--- src/rtl/uart_mmio_pkg.sv ---
// Shared definitions for the UART MMIO driver: register map, status bits,
// FSM states and the bus-access descriptor each state drives.
package uart_mmio_pkg;

    localparam logic [31:0] OFFSET_BAUD    = 32'd0;
    localparam logic [31:0] OFFSET_GETCHAR = 32'd4;
    localparam logic [31:0] OFFSET_SETCHAR = 32'd8;
    localparam logic [31:0] OFFSET_STATUS  = 32'd12;

    localparam int STATUS_TX_DONE = 0;
    localparam int STATUS_RX_DONE = 1;

    typedef enum logic [2:0] {
        WAIT,
        INIT,
        POLL,
        WR_BAUD,
        RD_CHAR,
        WR_CHAR
    } state_e;

    typedef struct packed {
        logic        enable;
        logic        read;
        logic [31:0] address;
        logic [31:0] store;
    } mmio_access_t;

    // Bus access issued while the FSM sits in a given state; all-zero when idle.
    function automatic mmio_access_t access_for(
        input state_e      state,
        input logic [31:0] base,
        input logic [31:0] reset_baud,
        input logic [31:0] baud,
        input logic [7:0]  tx_head
    );
        mmio_access_t acc;
        acc = '0;
        case (state)
            INIT: begin
                acc.enable  = 1'b1;
                acc.address = base + OFFSET_BAUD;
                acc.store   = reset_baud;
            end
            POLL: begin
                acc.enable  = 1'b1;
                acc.read    = 1'b1;
                acc.address = base + OFFSET_STATUS;
            end
            WR_BAUD: begin
                acc.enable  = 1'b1;
                acc.address = base + OFFSET_BAUD;
                acc.store   = baud;
            end
            RD_CHAR: begin
                acc.enable  = 1'b1;
                acc.read    = 1'b1;
                acc.address = base + OFFSET_GETCHAR;
            end
            WR_CHAR: begin
                acc.enable  = 1'b1;
                acc.address = base + OFFSET_SETCHAR;
                acc.store   = {24'h0, tx_head};
            end
            default: acc = '0;
        endcase
        return acc;
    endfunction

endpackage

--- src/rtl/uart_tx_fifo.sv ---
// Byte FIFO holding characters waiting to be written to the UART.
// Pointers carry one extra wrap bit to tell full from empty.
module uart_tx_fifo #(
    parameter int DEPTH = 4
) (
    input  logic       clk,
    input  logic       rst_n,
    input  logic       push,
    input  logic [7:0] wr_data,
    input  logic       pop,
    output logic [7:0] rd_data,
    output logic       full,
    output logic       empty
);

    localparam int AW = $clog2(DEPTH);
    localparam logic [AW:0] PTR_ONE = 1;

    logic [7:0] mem [DEPTH];
    logic [AW:0] wr_ptr;
    logic [AW:0] rd_ptr;

    assign empty   = (wr_ptr == rd_ptr);
    assign full    = (wr_ptr[AW] != rd_ptr[AW]) && (wr_ptr[AW-1:0] == rd_ptr[AW-1:0]);
    assign rd_data = mem[rd_ptr[AW-1:0]];

    // Storage write; contents are only meaningful between the pointers.
    // NOTE: the data array has no reset -- the pointers alone define which entries are valid.
    always_ff @(posedge clk) begin
        if (push && !full) begin
            mem[wr_ptr[AW-1:0]] <= wr_data;
        end
    end

    // Pointer advance on accepted push/pop.
    always_ff @(posedge clk or negedge rst_n) begin
        if (!rst_n) begin
            wr_ptr <= '0;
            rd_ptr <= '0;
        end else begin
            if (push && !full) begin
                wr_ptr <= wr_ptr + PTR_ONE;
            end
            if (pop && !empty) begin
                rd_ptr <= rd_ptr + PTR_ONE;
            end
        end
    end

endmodule

--- src/rtl/uart_mmio_driver.sv ---
// Drives a memory-mapped UART: programs the baud divisor, polls status,
// fetches received bytes and writes queued bytes, one bus access per cycle.
module uart_mmio_driver
    import uart_mmio_pkg::*;
#(
    parameter logic [31:0] BASE_ADDR  = 32'h0000_0000,
    parameter logic [31:0] RESET_BAUD = 32'd434,
    parameter int          FIFO_DEPTH = 4
) (
    input  logic        clk,
    input  logic        rst_n,
    output logic [31:0] data_address,
    output logic [31:0] data_store,
    input  logic [31:0] data_fetch,
    output logic        data_read,
    output logic        data_enable,
    input  logic [7:0]  tx_byte,
    input  logic        tx_valid,
    output logic        tx_ready,
    output logic [7:0]  rx_byte,
    output logic        rx_valid,
    input  logic        rx_ready,
    input  logic [31:0] baud_div,
    input  logic        baud_load,
    output logic        busy
);

    state_e       state;
    state_e       next_state;
    mmio_access_t access_q;

    logic        tx_free;
    logic        baud_pending;
    logic [31:0] baud_value;
    logic [31:0] next_baud;

    logic [7:0]  fifo_head;
    logic        fifo_full;
    logic        fifo_empty;
    logic        fifo_push;
    logic        fifo_pop;

    // Only the low byte of a fetch matters; status and getchar upper bits are ignored.
    logic unused_fetch_bits;
    assign unused_fetch_bits = ^data_fetch[31:8];

    assign fifo_push = tx_valid && !fifo_full;
    assign fifo_pop  = (state == WR_CHAR);
    assign tx_ready  = !fifo_full;
    assign busy      = (state != POLL) || !fifo_empty || baud_pending;

    // A load arriving on the edge that enters WR_BAUD is the value written.
    assign next_baud = baud_load ? baud_div : baud_value;

    assign data_enable  = access_q.enable;
    assign data_read    = access_q.read;
    assign data_address = access_q.address;
    assign data_store   = access_q.store;

    uart_tx_fifo #(
        .DEPTH(FIFO_DEPTH)
    ) u_tx_fifo (
        .clk    (clk),
        .rst_n  (rst_n),
        .push   (fifo_push),
        .wr_data(tx_byte),
        .pop    (fifo_pop),
        .rd_data(fifo_head),
        .full   (fifo_full),
        .empty  (fifo_empty)
    );

    // Next-state selection; POLL decides from the status word fetched this cycle.
    always_comb begin
        // NOTE: default first so every path assigns next_state and no latch is inferred.
        next_state = state;
        case (state)
            WAIT: next_state = INIT;
            INIT: next_state = POLL;
            POLL: begin
                if (baud_pending) begin
                    next_state = WR_BAUD;
                end else if (data_fetch[STATUS_RX_DONE] && !rx_valid) begin
                    next_state = RD_CHAR;
                end else if (!fifo_empty && (tx_free || data_fetch[STATUS_TX_DONE])) begin
                    next_state = WR_CHAR;
                end else begin
                    next_state = POLL;
                end
            end
            WR_BAUD, RD_CHAR, WR_CHAR: next_state = POLL;
            default: next_state = WAIT;
        endcase
    end

    // FSM state, registered bus access and the flags the states set and clear.
    always_ff @(posedge clk or negedge rst_n) begin
        if (!rst_n) begin
            state        <= WAIT;
            access_q     <= '0;
            tx_free      <= 1'b0;
            baud_pending <= 1'b0;
            baud_value   <= '0;
            rx_valid     <= 1'b0;
            rx_byte      <= 8'h00;
        end else begin
            state <= next_state;
            // NOTE: the access is registered from next_state so the bus pins come straight off flops.
            access_q <= access_for(next_state, BASE_ADDR, RESET_BAUD, next_baud, fifo_head);

            if (baud_load) begin
                baud_pending <= 1'b1;
                baud_value   <= baud_div;
            end else if (state == WR_BAUD) begin
                baud_pending <= 1'b0;
            end

            if (state == INIT) begin
                tx_free <= 1'b1;
            end else if (state == POLL && data_fetch[STATUS_TX_DONE]) begin
                tx_free <= 1'b1;
            end else if (state == WR_CHAR) begin
                tx_free <= 1'b0;
            end

            if (state == RD_CHAR) begin
                rx_byte  <= data_fetch[7:0];
                rx_valid <= 1'b1;
            end else if (rx_valid && rx_ready) begin
                rx_valid <= 1'b0;
            end
        end
    end

endmodule

--- config.mk ---
export PLATFORM = sky130hd
export DESIGN_NAME = uart_mmio_driver
export DESIGN_NICKNAME = d
export VERILOG_FILES = /design/src/rtl/uart_mmio_pkg.sv /design/src/rtl/uart_tx_fifo.sv /design/src/rtl/uart_mmio_driver.sv
export SDC_FILE = /design/constraint.sdc
export NUM_CORES = 1
export LEC_CHECK = 0
export BUFFER_PORTS_ARGS = -buffer_cell sky130_fd_sc_hd__buf_2
export CAP_MARGIN = 20
export CORE_MARGIN = 8
export CORE_UTILIZATION = 51
export DETAILED_ROUTE_END_ITERATION = 16
export PLACE_DENSITY = 0.84
export SKIP_LAST_GASP = 1
export SLEW_MARGIN = 40
export SYNTH_ARGS = -nofsm -noshare
export SYNTH_HDL_FRONTEND = slang
export SYNTH_SLANG_ARGS = --single-unit
--- constraint.sdc ---
create_clock -name clk -period 2.29 [get_ports clk]
set_input_delay 0.229 -clock clk [delete_from_list [all_inputs] [get_ports clk]]
set_output_delay 0.229 -clock clk [all_outputs]
set_load 0.1 [all_outputs]
==> results of run 1 <==
[layout make-up]
| cell class | instances | area share (%) |
|---|---|---|
| Sequential cell | 120 | 48.74 |
| Multi-Input combinational cell | 176 | 22.63 |
| Timing Repair Buffer | 161 | 17.20 |
| Clock buffer | 18 | 6.439 |
| Clock inverter | 14 | 2.333 |
| Tap cell | 111 | 2.140 |
| Inverter | 9 | 0.5205 |
[registers in the layout (all words and copies together) (netlist names)]
register and count:
baud_pending 1, baud_value 32, data_address 2, data_enable 1, data_read 1, data_store 32
rx_byte 8, rx_valid 1, state 3, tx_free 1, u_tx_fifo.mem 32, u_tx_fifo.rd_ptr 3
u_tx_fifo.wr_ptr 3
[power breakdown]
group          internal, W  total, W  switching [W]
logic             0.000976   0.00450        0.00352
registers          0.00277   0.00303       0.000266
clock network      0.00155   0.00251       0.000954
[what timing repair did]
| item | in CTS | in global routing |
|---|---|---|
| pin swaps | 1 | 0 |
| resized for setup | 6 | 0 |
| endpoints found under the hold margin | 141 | 0 |
| endpoints found under the setup margin | 1 | 1 |
| buffers inserted | 4 | 1 |
| hold buffers | 50 | 0 |
[worst reg2reg max path: stages (launching register included)]
cell	delay, ns
dfrtp_1	0.39
xor2_1	0.24
nor2_1	0.11
a21boi_2	0.27
and2_1	0.48
[path summary, 6_finish.rpt]
| check | startpoint | endpoint | slack [ns] | depth (start not counted) |
|---|---|---|---|---|
| min in group clk | tx_valid | u_tx_fifo.wr_ptr[0]$_DFFE_PN0P_ | 0.18 | 3 |
| worst min register to register | baud_value[20]$_DFF_PN0_ | baud_value[20]$_DFF_PN0_ | 0.49 | 1 |
| worst max register to register | u_tx_fifo.wr_ptr[0]$_DFFE_PN0P_ | u_tx_fifo.mem[3][2]$_DFFE_PP_ | 0.44 | 4 |
| worst min-delay path | rst_n | baud_value[30]$_DFF_PN0_ | 0.17 | 2 |
| max in group asynchronous | rst_n | u_tx_fifo.wr_ptr[0]$_DFFE_PN0P_ | 1.48 | 3 |
| worst max-delay path | u_tx_fifo.wr_ptr[0]$_DFFE_PN0P_ | busy | -0.06 | 4 |
[logic make-up after synthesis]
| kind of cell | after synthesis |
|---|---|
| buffers and inverters | 50 |
| XOR/XNOR | 7 |
| AND/OR/NAND/NOR | 66 |
| AO/OA/AOI/OAI | 19 |
| multiplexers | 49 |
| flip-flops | 120 |
| other | 1 |
| adder cells (fa/ha/maj) | 5 |
[per-stage QoR]
stage | std cells | setup slack [ns] | utilization, % | TNS (ns)
floorplan | 346 | 0.1542 | - | 0
detailed placement | 522 | 0.3125 | 58.24 | 0
global placement | 522 | 0.3386 | 58.24 | 0
finish | 609 | -0.06064 | 70.57 | -0.06064
global route | 609 | -0.1327 | 70.57 | -0.1327
CTS | 608 | -0.07769 | 70.49 | -0.07769
[placed cells by master (no fill, tap or decap), drive strengths merged, types with 2 or more instances in the layout]
master and instances:
nor2 10, mux4 8, clkinv 6, o21ai 4, nor3 2, clkbuf 18, nand2 8, nor2b 31
edfxtp 32, a21oi 2, dfrtp 88, nand2b 2, xnor2 2, dlygate4sd3 50, ha 5, inv 11
clkinvlp 4, buf 111, or3 2, a41o 4, mux2 41, and2 4, bufinv 2, xor2 5
o22ai 5, conb 30
[metal layers]
metal,vias up,routed length (µm)
met1,1450,4232
met5,-,0
met2,102,5494
li1,1386,-
met3,18,557
met4,0,184
==> impl_metrics.csv, run 1 <==
group,metric,value,unit
timing,fmax,425.4,MHz
yosys,synth_compound_area_share,3.212,%
yosys,yosys-top-cells-count,"dfrtp_1 (88), mux2_2 (40), edfxtp_1 (32), buf_4 (31), nor2b_1 (31)",
die,rows,35,
yosys,synth.most_common_cell,"dfrtp_1",
yosys,yosys-mux-area-fraction,13.99,%
yosys,synth_xor_area_share,1.269,%
worst_setup_path,crit_path_start_kind,"register",
yosys,yosys_warnings,0,
timing,layout_setup_ws,-0.06064,ns
global_route,grt_use_met3,5.431,%
detailed_routing,routedWlPerCell,17.19,µm
flow_run,drv_cap,0,
power_and_ir_drop,power_density,1546,nW/µm²
detailed_routing,vias_per_cell,4.854,
detailed_routing,vias,2956,
yosys,ys_top_cells_by_area,"dfrtp_1 (46%), edfxtp_1 (20%), mux2_2 (9.3%)",
global_route,antenna_found_initial,0,
worst_setup_path,worst_path_largest_cell_delay,0.44,ns
yosys,syn_area,4831,µm²
yosys,synth_top_cell_by_area,"dfrtp_1",
die,initial_core_util,52.53,%
timing,whs,0.1711,ns
yosys,synth_top_area_share,45.58,%
detailed_routing,route.detailed.drc,0,
clocking,htree_levels,4,
clocking,cts_made_buffers,17,
final_layout,fin_nets,567,
yosys,synthDistinctLibCells,37,
placed_design,gp_congestion,0.8164,
timing,finalMaxSlewViolations,0,
die,ios,154,
detailed_routing,wirelength,10.47,mm
clocking,cts_tree,"done",
final_layout,area_growth,34.34,%
yosys,syn_area_per_cell,15.24,µm²
worst_setup_path,critical_path_class,"register to output port",
detailed_routing,ant_nets,0,
yosys,synthAdderAreaFrac,1.295,%
power_and_ir_drop,ir_worst_vdd,0.8404,mV
worst_setup_path,cp-end-kind,"output port",
global_route,grt.busiest_layer,"met2",
worst_setup_path,crit_fanout,3,
detailed_routing,drtIter0Drc,121,
die,die_h,113.3,µm
worst_setup_path,crit_slowest_cell,"or4_4",
worst_setup_path,cp.required,2.06,ns
yosys,synth_top_family_by_area,"multiplexers",
timing,period_needed,2.351,ns
placed_design,place_area,5356,µm²
detailed_routing,first_pass_iters,4,
final_layout,drive_gt1_share,38.35,%
timing,setup_viol,1,
worst_setup_path,arrival,2.12,ns
final_layout,regArea,3163,µm²
yosys,synth_simple_gate_area_share,8.081,%
power_and_ir_drop,power.leakage,3.053,nW
worst_setup_path,crit_buf_inv,1,
global_route,grt_pass1_wl,17.16,mm
worst_setup_path,critPathTopFamily,"simple AND/OR/NAND/NOR gates",
yosys,synth_top_flop_cell,"dfrtp_1",
global_route,grt_max_degree,65,
power_and_ir_drop,p_total,0.01004,W
clocking,clk_latency,0.51,ns
timing,rsz0062_at_grt,"true",
worst_hold_path,hp-class,"primary input to async pin",
yosys,netlist_instances,317,
timing,relSlewSlack,53.04,%
global_route,grt_pass1_vias,3407,
run_status,status,"complete, but fails checks",
final_layout,design_area,6490,µm²
global_route,use_met2,30.36,%
run_status,violations,"setup timing",
timing,hold_viol_final,0,
yosys,ys_seq_elements,120,
die,die_area,12840,µm²
final_layout,multi_input_area,1469,µm²
clocking,clkTransAtPathRegs,0.06,ns
yosys,synth_edf_count,32,
clocking,clockBufferDepth,2,
final_layout,fillers,589,
global_route,grtUsageTotal,17.16,%
timing,worst_slew_pin_slew,0.7014,ns
die,core,9196,µm²
global_route,overflow,0,
global_route,met1_usage,18.40,%
die,die_w,113.3,µm
timing,finalClockSkew,0.009752,ns
placed_design,dpl.hpwl,6.442,mm
clocking,cts_sinks,120,
clocking,root_buffer,"clkbuf_8",
timing,post-route-period-util,102.6,%
yosys,ys_seq_area_share,65.48,%
final_layout,diodes,0,
placed_design,port_buffers,99,
yosys,async_flop_share,73.33,%
worst_setup_path,crit_chain,"xor2_1 -> or3_4 -> or4_4 -> buf_12",
No activity file was read; power rests on OpenSTA's default activity.
==> run 2, diff against run 1 <==
--- a/config.mk
+++ b/config.mk
@@ -7,6 +7,7 @@
 export LEC_CHECK = 0
 export BUFFER_PORTS_ARGS = -buffer_cell sky130_fd_sc_hd__buf_2
 export CAP_MARGIN = 20
+export CORE_ASPECT_RATIO = 0.8
 export CORE_MARGIN = 8
 export CORE_UTILIZATION = 51
 export DETAILED_ROUTE_END_ITERATION = 16
==> impl_metrics.csv, run 2 (synthesized netlist as in run 1, its figures left out) <==
group,metric,value,unit
run_status,status,"finished clean",
worst_hold_path,hp-class,"primary input to register",
clocking,cts_made_buffers,17,
timing,worst_slew_pin_slew,0.6767,ns
worst_setup_path,reg2reg_slack,0.28,ns
timing,post-route-period-util,98.75,%
global_route,antenna_found_initial,0,
worst_setup_path,crit_slowest_cell,"dfrtp_1",
detailed_routing,routedWlPerCell,17.20,µm
timing,fmax,442.2,MHz
worst_setup_path,crit_cells,4,
placed_design,gp_congestion,0.7256,
detailed_routing,wirelength,9.716,mm
detailed_routing,ant_nets,0,
timing,finalClockSkew,0.006626,ns
clocking,htree_levels,4,
placed_design,place_ws,0.2953,ns
global_route,overflow,0,
global_route,grtUsageTotal,15.16,%
final_layout,design_area,6051,µm²
worst_hold_path,hold_depth,1,
clocking,cts_tree,"done",
clocking,root_buffer,"clkbuf_16",
die,die_w,124.8,µm
detailed_routing,vias,2744,
global_route,grt_max_degree,89,
worst_setup_path,critPathTopFamily,"simple AND/OR/NAND/NOR gates",
timing,relSlewSlack,54.69,%
flow_run,drv_cap,0,
worst_setup_path,arrival,2.03,ns
placed_design,place_area,5346,µm²
timing,whs,0.04126,ns
global_route,grt_pass1_wl,14.99,mm
timing,rsz0062_at_grt,"true",
die,ios,154,
clocking,clockBufferDepth,2,
final_layout,finalCoreUtilization,66.38,%
final_layout,final_common_cell,"buf_2",
final_layout,final_cell_mix,"buf_2 (97), dfrtp_1 (88), mux2_2 (40)",
timing,finalMaxSlewViolations,0,
worst_setup_path,crit_fanout,3,
global_route,grt.busiest_layer,"met2",
detailed_routing,vias_per_cell,4.857,
worst_setup_path,critical_path_class,"register to output port",
worst_setup_path,crit_chain,"xor2_1 -> or3_4 -> or4_4 -> buf_12",
detailed_routing,drtIter0Drc,164,
placed_design,dpl.hpwl,6.657,mm
die,die_h,103.1,µm
placed_design,port_buffers,99,
worst_setup_path,cp.required,2.06,ns
timing,hold_viol_final,0,
die,rows,31,
die,die_area,12860,µm²
clocking,cts_sinks,120,
clocking,clk_latency,0.40,ns
worst_setup_path,worst_path_largest_cell_delay,0.44,ns
final_layout,drive_gt1_share,42.22,%
timing,layout_setup_ws,0.02853,ns
global_route,met1_usage,17.36,%
worst_setup_path,crit_path_start_kind,"register",
global_route,grt_pass1_vias,2988,
detailed_routing,first_pass_iters,4,
final_layout,area_growth,25.25,%
global_route,grt_use_met3,5.498,%
worst_setup_path,crit_buf_inv,1,
timing,setup_viol,0,
clocking,clkTransAtPathRegs,0.05,ns
die,core,9115,µm²
timing,period_needed,2.261,ns
worst_setup_path,cp-end-kind,"output port",
final_layout,fin_nets,520,
global_route,use_met2,24.55,%
worst_setup_path,reg2reg_depth,5,
die,initial_core_util,53.00,%
final_layout,diodes,0,
detailed_routing,route.detailed.drc,0,
-- run 2: cell count changes in the layout (fill, tap and decap cells not counted), moves of 2 or more --
cell,previous run,this run
clkbuf_16,16,19
inv_4,0,2
inv_6,2,0
dlygate4sd3_1,50,1
buf_4,12,14
clkinvlp_4,4,0
clkinv_4,4,0
clkbuf_1,1,4
-- run 2: worst register-to-register path: stages, from the launching register on --
cell      delay (ns)
dfrtp_1         0.41
xor2_2          0.21
buf_4           0.15
buf_4           0.13
a21boi_2        0.28
and2_1          0.48
-- run 2: final cells by class --
type                            count  area, µm²
Tap cell                          115      143.9
Sequential cell                   120       3163
Clock buffer                       25      518.0
Multi-Input combinational cell    176       1469
Inverter                            9      33.78
Timing Repair Buffer              114      640.6
Clock inverter                      6      82.58
Fill cell                         665       3064
-- run 2: per-layer routing --
metal	up-vias	wire length, µm
li1	1283	-
met1	1354	4083
met2	94	4879
met3	13	635
met4	0	118
met5	-	0
-- run 2: what timing repair did --
action / 4_1_cts / 5_1_grt
hold endpoints to repair: 88 / 0
gates resized for setup: 6 / 0
hold buffers: 1 / 0
setup buffers: 3 / 6
cloned: 0 / 0
endpoints found under the setup margin: 1 / 1
pin swaps: 1 / 1
-- run 2: final timing paths --
kind / start / to
max in group asynchronous: rst_n / baud_value[18]$_DFF_PN0_
worst min-delay path: tx_byte[6] / u_tx_fifo.mem[1][6]$_DFFE_PP_
min in group asynchronous: rst_n / rx_byte[2]$_DFFE_PN0P_
worst max-delay path: u_tx_fifo.wr_ptr[0]$_DFFE_PN0P_ / busy
worst min register to register: baud_value[11]$_DFF_PN0_ / baud_value[11]$_DFF_PN0_
worst max register to register: u_tx_fifo.rd_ptr[2]$_DFFE_PN0P_ / u_tx_fifo.mem[3][5]$_DFFE_PP_
-- run 2: stage by stage --
stage | setup TNS [ns] | cells
after detailed placement | 0 | 524
after floorplan | 0 | 346
after global routing | -0.01715 | 565
after CTS | 0 | 559
final | 0 | 565
after global placement | 0 | 524
Power of run 2 is not shown: default switching activity piles up to over one toggle a cycle in this logic, so the estimate is an artifact.
